## config.mk

```make
export PLATFORM = sky130hd
export DESIGN_NAME = gnr_attractor_ctrl_flat
export DESIGN_NICKNAME = d
export VERILOG_FILES = /design/src/rtl/gnr_attractor_ctrl_if.sv /design/src/rtl/gnr_attractor_ctrl.sv /design/src/flat_wrapper.sv
export SDC_FILE = /design/constraint.sdc
export NUM_CORES = 1
export LEC_CHECK = 0
export BUFFER_PORTS_ARGS = -buffer_cell sky130_fd_sc_hd__buf_2
export CORE_AREA = 4 4 95 97
export DETAILED_ROUTE_END_ITERATION = 6
export DIE_AREA = 0 0 99 101
export GPL_TIMING_DRIVEN = 0
export PLACE_DENSITY = 0.86
export SKIP_CTS_REPAIR_TIMING = 1
export SLEW_MARGIN = 10
export SYNTH_ARGS = -nofsm -noshare
export SYNTH_HDL_FRONTEND = slang
export SYNTH_SLANG_ARGS = --single-unit
```

## constraint.sdc

```tcl
create_clock -name clk -period 2.19 [get_ports clk]
set_clock_uncertainty 0.15 [all_clocks]
set_input_delay 0.1095 -clock clk [delete_from_list [all_inputs] [get_ports clk]]
set_output_delay 0.1095 -clock clk [all_outputs]
set_load 0.1 [all_outputs]
```

## src/rtl/gnr_attractor_ctrl_if.sv

```systemverilog
// Host-side run interface of gnr_attractor_ctrl.
// master = host issuing runs, slave = the controller.
interface gnr_attractor_ctrl_if #(
    parameter int NUM_NODES = 8,
    parameter int CNT_W     = 16
);
    logic                 start;
    logic [NUM_NODES-1:0] init_value;
    logic                 busy;
    logic                 done;
    logic [CNT_W-1:0]     meet_steps;
    logic [CNT_W-1:0]     period;
    logic [NUM_NODES-1:0] result_state;
    logic                 timeout;

    modport master (
        output start, init_value,
        input  busy, done, meet_steps, period, result_state, timeout
    );

    modport slave (
        input  start, init_value,
        output busy, done, meet_steps, period, result_state, timeout
    );
endinterface

```

## src/rtl/gnr_attractor_ctrl.sv

```systemverilog
// Floyd attractor search sequencer for a GRN node array.
// Optional step limit: define GNR_TIMEOUT_EN.
module gnr_attractor_ctrl #(
    parameter int               NUM_NODES = 8,
    parameter int               CNT_W     = 16,
    parameter logic [CNT_W-1:0] MAX_STEPS = 16'hFFFF
) (
    input  logic                 clk,
    input  logic                 rst,
    gnr_attractor_ctrl_if.slave  run,
    output logic                 reset_nos,
    output logic [NUM_NODES-1:0] init_state,
    output logic                 start_s0,
    output logic                 start_s1,
    input  logic [NUM_NODES-1:0] nos_s0,
    input  logic [NUM_NODES-1:0] nos_s1
);

    typedef enum logic [2:0] {
        IDLE,
        LOAD,
        SEARCH,
        PERIOD,
        DONE
    } state_t;

`ifdef GNR_TIMEOUT_EN
    localparam bit TO_EN = 1'b1;
`else
    localparam bit TO_EN = 1'b0;
`endif

    state_t               state;
    state_t               state_nxt;
    logic [CNT_W-1:0]     cnt;
    logic [CNT_W-1:0]     meet_q;
    logic [CNT_W-1:0]     period_q;
    logic [NUM_NODES-1:0] init_q;
    logic [NUM_NODES-1:0] result_q;
    logic                 timeout_q;
    logic                 hit;
    logic                 limit;
    logic                 cnt_max;

    assign cnt_max = &cnt;

    // Both copies coincide trivially after the first step, so mask n<2.
    always_comb begin
        hit = 1'b0;
        unique case (state)
            SEARCH:  hit = (cnt >= CNT_W'(2)) && (nos_s0 == nos_s1);
            PERIOD:  hit = (cnt >= CNT_W'(1)) && (nos_s1 == result_q);
            default: hit = 1'b0;
        endcase
    end

    assign limit = TO_EN
                 && ((state == SEARCH) || (state == PERIOD))
                 && (cnt == MAX_STEPS);

    always_ff @(posedge clk or posedge rst) begin
        if (rst) begin
            state <= IDLE;
        end else begin
            state <= state_nxt;
        end
    end

    always_comb begin
        state_nxt = state;
        unique case (state)
            IDLE:    if (run.start) state_nxt = LOAD;
            LOAD:    state_nxt = SEARCH;
            SEARCH: begin
                if (hit)        state_nxt = PERIOD;
                else if (limit) state_nxt = DONE;
            end
            PERIOD:  if (hit || limit) state_nxt = DONE;
            DONE:    state_nxt = IDLE;
            default: state_nxt = IDLE;
        endcase
    end

    always_comb begin
        reset_nos = 1'b0;
        start_s0  = 1'b0;
        start_s1  = 1'b0;
        run.busy  = 1'b0;
        run.done  = 1'b0;
        unique case (state)
            IDLE: ;
            LOAD: begin
                reset_nos = 1'b1;
                run.busy  = 1'b1;
            end
            SEARCH: begin
                start_s0 = !hit && !limit;
                start_s1 = !hit && !limit;
                run.busy = 1'b1;
            end
            PERIOD: begin
                start_s1 = !hit && !limit;
                run.busy = 1'b1;
            end
            DONE: begin
                run.busy = 1'b1;
                run.done = 1'b1;
            end
            default: ;
        endcase
    end

    // One step counter serves both phases; it is cleared on each entry.
    always_ff @(posedge clk or posedge rst) begin
        if (rst) begin
            cnt       <= '0;
            init_q    <= '0;
            meet_q    <= '0;
            period_q  <= '0;
            result_q  <= '0;
            timeout_q <= 1'b0;
        end else begin
            unique case (state)
                IDLE: begin
                    if (run.start) begin
                        init_q    <= run.init_value;
                        meet_q    <= '0;
                        period_q  <= '0;
                        result_q  <= '0;
                        timeout_q <= 1'b0;
                    end
                end
                LOAD: cnt <= '0;
                SEARCH: begin
                    if (hit) begin
                        meet_q   <= cnt;
                        result_q <= nos_s1;
                        cnt      <= '0;
                    end else if (limit) begin
                        meet_q    <= cnt;
                        timeout_q <= 1'b1;
                    end else if (!cnt_max) begin
                        cnt <= cnt + CNT_W'(1);
                    end
                end
                PERIOD: begin
                    if (hit) begin
                        period_q <= cnt;
                    end else if (limit) begin
                        period_q  <= cnt;
                        timeout_q <= 1'b1;
                    end else if (!cnt_max) begin
                        cnt <= cnt + CNT_W'(1);
                    end
                end
                default: ;
            endcase
        end
    end

    assign init_state       = init_q;
    assign run.meet_steps   = meet_q;
    assign run.period       = period_q;
    assign run.result_state = result_q;
    assign run.timeout      = timeout_q;

endmodule
```

## src/flat_wrapper.sv

```systemverilog
// flat-port wrapper written by rule: the top's interface ports become plain ports
module gnr_attractor_ctrl_flat 
#(
    parameter int               NUM_NODES = 8,
    parameter int               CNT_W     = 16,
    parameter logic [CNT_W-1:0] MAX_STEPS = 16'hFFFF
)
  (clk, rst, reset_nos, init_state, start_s0, start_s1, nos_s0, nos_s1, run_start, run_init_value, run_busy, run_done, run_meet_steps, run_period, run_result_state, run_timeout);
  gnr_attractor_ctrl_if #(.NUM_NODES(NUM_NODES), .CNT_W(CNT_W)) run_i ();
  input  logic clk;
  input  logic rst;
  output logic reset_nos;
  output logic [NUM_NODES-1:0] init_state;
  output logic start_s0;
  output logic start_s1;
  input  logic [NUM_NODES-1:0] nos_s0;
  input  logic [NUM_NODES-1:0] nos_s1;
  input wire logic [$bits(run_i.start)-1:0] run_start;
  input wire logic [$bits(run_i.init_value)-1:0] run_init_value;
  output wire logic [$bits(run_i.busy)-1:0] run_busy;
  output wire logic [$bits(run_i.done)-1:0] run_done;
  output wire logic [$bits(run_i.meet_steps)-1:0] run_meet_steps;
  output wire logic [$bits(run_i.period)-1:0] run_period;
  output wire logic [$bits(run_i.result_state)-1:0] run_result_state;
  output wire logic [$bits(run_i.timeout)-1:0] run_timeout;
  assign run_i.start = run_start;
  assign run_i.init_value = run_init_value;
  assign run_busy = run_i.busy;
  assign run_done = run_i.done;
  assign run_meet_steps = run_i.meet_steps;
  assign run_period = run_i.period;
  assign run_result_state = run_i.result_state;
  assign run_timeout = run_i.timeout;
  gnr_attractor_ctrl #(.NUM_NODES(NUM_NODES), .CNT_W(CNT_W), .MAX_STEPS(MAX_STEPS)) u_core (.clk(clk), .rst(rst), .run(run_i), .reset_nos(reset_nos), .init_state(init_state), .start_s0(start_s0), .start_s1(start_s1), .nos_s0(nos_s0), .nos_s1(nos_s1));
endmodule
```

==> results.sh <==
export IMPL_syn_to_final_growth_pct=40.7
export IMPL_power_frac_seq_pct=24.1
export IMPL_critPathKind="reg2out"
export IMPL_cts_sinks=67
export IMPL_grt_pass1_wl_mm=18.8
export IMPL_hold_viol_final=0
export IMPL_synth_edf_count=0
export IMPL_max_freq_ghz=0.373
export IMPL_grt_max_degree=68
export IMPL_synth_area_top_cells="dfrtp_1 41%, o311ai_2 7.6%, nand4_1 7.3%"
export IMPL_netSwitchingFraction_pct=58.4
export IMPL_reg2reg_slack_ns=-0.39
export IMPL_ios=81
export IMPL_path_max_fanout=7
export IMPL_cp_endpoint="start_s0"
export IMPL_async_reset_ff_share_pct=100
export IMPL_grt_pass1_vias=3782
export IMPL_synth_most_common_cell="dfrtp_1"
export IMPL_finalInstanceArea_um2=5680
export IMPL_ir_drop_v=0.00107
export IMPL_antenna_found_initial=0
export IMPL_p_per_area_nw_per_um2=1460
export IMPL_gp_congestion=0.950
export IMPL_final_antenna_net_count=0
export IMPL_dr_pass1_iters=6
export IMPL_h_tree_depth=3
export IMPL_hp_class="in2reg"
export IMPL_ys_seq_area_share_pct=41.5
export IMPL_clk_latency_ns=0.36
export IMPL_wirelength_mm=14.6
export IMPL_rsz0062_at_grt="true"
export IMPL_crit_start="u_core.cnt[10]"
export IMPL_reg2reg_from="u_core.cnt[3]"
export IMPL_dieArea_um2=10000
export IMPL_syn_inst=425
export IMPL_fp_dieW_um=99
export IMPL_grtUsageTotal_pct=23.5
export IMPL_ys_warn_count=0
export IMPL_clkPwrFrac_pct=12.8
export IMPL_drc=0
export IMPL_maxCapViolCount=0
export IMPL_syn_avg_cell_area_um2=9.51
export IMPL_fin_ws_ns=-0.493
export IMPL_slew_viol_final=0
export IMPL_maxSlewHeadroom_pct=44.2
export IMPL_drt_iter0_drc=623
export IMPL_worstMarginPinSlew_ns=0.837
export IMPL_wl_per_cell_um=21.8
export IMPL_grt_ovfl_total=0
export IMPL_place_area_um2=4630
export IMPL_syn_nets=456
export IMPL_rows=33
export IMPL_yosys_area_top_type="dfrtp_1"
export IMPL_diodes=0
export IMPL_fill_cells=532
export IMPL_viasPerCell=6.60
export IMPL_crit_arrival_ns=2.42
export IMPL_p_switching_mw=4.83
export IMPL_status="finished with violations"
export IMPL_startpoint_type="flop"
export IMPL_start_util_pct=49.7
export IMPL_synth_common_cells="67 x dfrtp_1, 55 x nand2_1, 47 x nand4_1, 27 x o21ai_0, 24 x inv_1"
export IMPL_numPortBuffers=79
export IMPL_r2r_cells=8
export IMPL_die_height_um=101
export IMPL_violations="negative setup slack"
export IMPL_post_route_period_util_pct=123
export IMPL_ys_ff_latch=67
export IMPL_syn_area_um2=4040
export IMPL_dp_hpwl_mm=8.09
export IMPL_finalSetupTns_ns=-14.37
export IMPL_period_needed_ns=2.68
export IMPL_setup_viol=59
export IMPL_combPwrFrac_pct=63.0
export IMPL_drive_gt1_share_pct=45.1
export IMPL_leakage_nw=2.47
export IMPL_internal_power_mw=3.44
export IMPL_vias=4423
export IMPL_nNetsFinal=591
export IMPL_core_area_um2=8130
export IMPL_critical_path_required_ns=1.93
export IMPL_worstReg2RegEnd="u_core.cnt[9]"
export IMPL_ys_types=47
export IMPL_path_clk_slew_ns=0.09
export IMPL_clk_path_buf_depth=2
export IMPL_synth_top_area_share_pct=41.5
export IMPL_critPathCaptureType="output pin"
export IMPL_cts_tree="yes"
export IMPL_synth_flop_cell="dfrtp_1"
export IMPL_cts_root_buf="clkbuf_8"
export IMPL_cts_buffers=9
-- final cells by class --
class | count | area (um2) | area share (%)
multi-input cells | 295 | 2440 | 42.9
flip-flops and latches | 67 | 1690 | 29.8
repair buffers | 126 | 856 | 15.1
plain buffers | 37 | 277 | 4.87
clock buffers | 11 | 141 | 2.49
well taps | 105 | 131 | 2.31
inverters | 24 | 96.3 | 1.70
clock inverters | 5 | 52.6 | 0.925
-- worst min-delay path by stage --
stage | startpoint | depth (start not counted) | slack (ns) | to
6_report | run_start | 3 | 0.02 | u_core.state[0]
5_1_grt | run_start | 3 | 0.08 | u_core.state[0]
4_1_cts | rst | 2 | -0.19 | u_core.run.result_state[2]
3_5_place_dp | rst | 2 | 0.19 | u_core.init_state[4]
3_3_place_gp | run_init_value[5] | 2 | 0.19 | u_core.init_state[5]
2_1_floorplan | run_init_value[0] | 1 | 0.11 | u_core.init_state[0]
-- placed cells by master (no fill, tap or decap), drive strengths merged, types with 2 or more instances in the layout --
cell and count:
a21oi 14, a311oi 2, and2 3, and3 3, and4 2, buf 125, clkbuf 32, clkinv 3
clkinvlp 2, dfrtp 67, dlygate4sd3 17, ha 4, inv 23, mux2 8, nand2 55, nand2b 4
nand3 13, nand4 47, nor2 12, nor2b 2, nor3 6, nor4 10, o2111ai 6, o211ai 3
o21ai 27, o311ai 25, o31ai 7, or2 2, or3 4, or4 8, xor2 16
-- metal layers --
metal,up-vias,track usage (%),wire length [um]
met5,-,0,0
met4,0,9.45,969
met1,2112,29.7,5200
li1,1845,-,-
met3,106,5.12,1440
met2,360,39.1,7020
-- flip-flops by register name (all words and copies together) (netlist names) --
signal                   flops
u_core.run.meet_steps       16
u_core.init_state            8
u_core.run.result_state      8
u_core.cnt                  16
u_core.state                 3
u_core.run.period           16
-- stage by stage --
step	setup WS, ns	hold WS (ns)	std cells	power (mW)	utilization (%)
floorplan	-0.131	0.111	425	5.66	-
CTS	-0.897	-0.189	625	7.51	59.3
finish	-0.493	0.0187	670	8.27	69.9
global route	-0.511	0.0761	670	8.56	69.9
global placement	-0.722	0.192	609	6.36	56.9
detailed placement	-0.514	0.187	609	6.45	56.9
-- power by group through the flow --
stage                     logic [mW]  clock network (mW)  registers [mW]
final                           5.22                1.06            2.00
after global routing            5.40                1.12            2.05
after CTS                       4.52                1.05            1.95
after detailed placement        4.49                   0            1.97
after global placement          4.42                   0            1.94
after floorplan                 1.46                   0            4.19
-- cell families (layout without fill, tap and decap cells) --
logic type	after synthesis	count (layout)	synth area share, %
XOR/XNOR	17	17	3.69
adder cells (fa/ha/maj)	4	4	1.24
flip-flops	67	67	41.5
buffers and inverters	64	203	7.53
other	1	1	0.0928
multiplexers	8	8	2.23
AO/OA/AOI/OAI	88	89	18.9
AND/OR/NAND/NOR	176	176	24.8
-- critical path: stages, from the launching register on --
cell	delay, ns
dfrtp_2	0.51
nor4_4	0.36
nand4_1	0.28
o2111ai_4	0.35
nand3_4	0.20
nor2_4	0.17
buf_12	0.18
No activity file was read; power rests on OpenSTA's default activity.
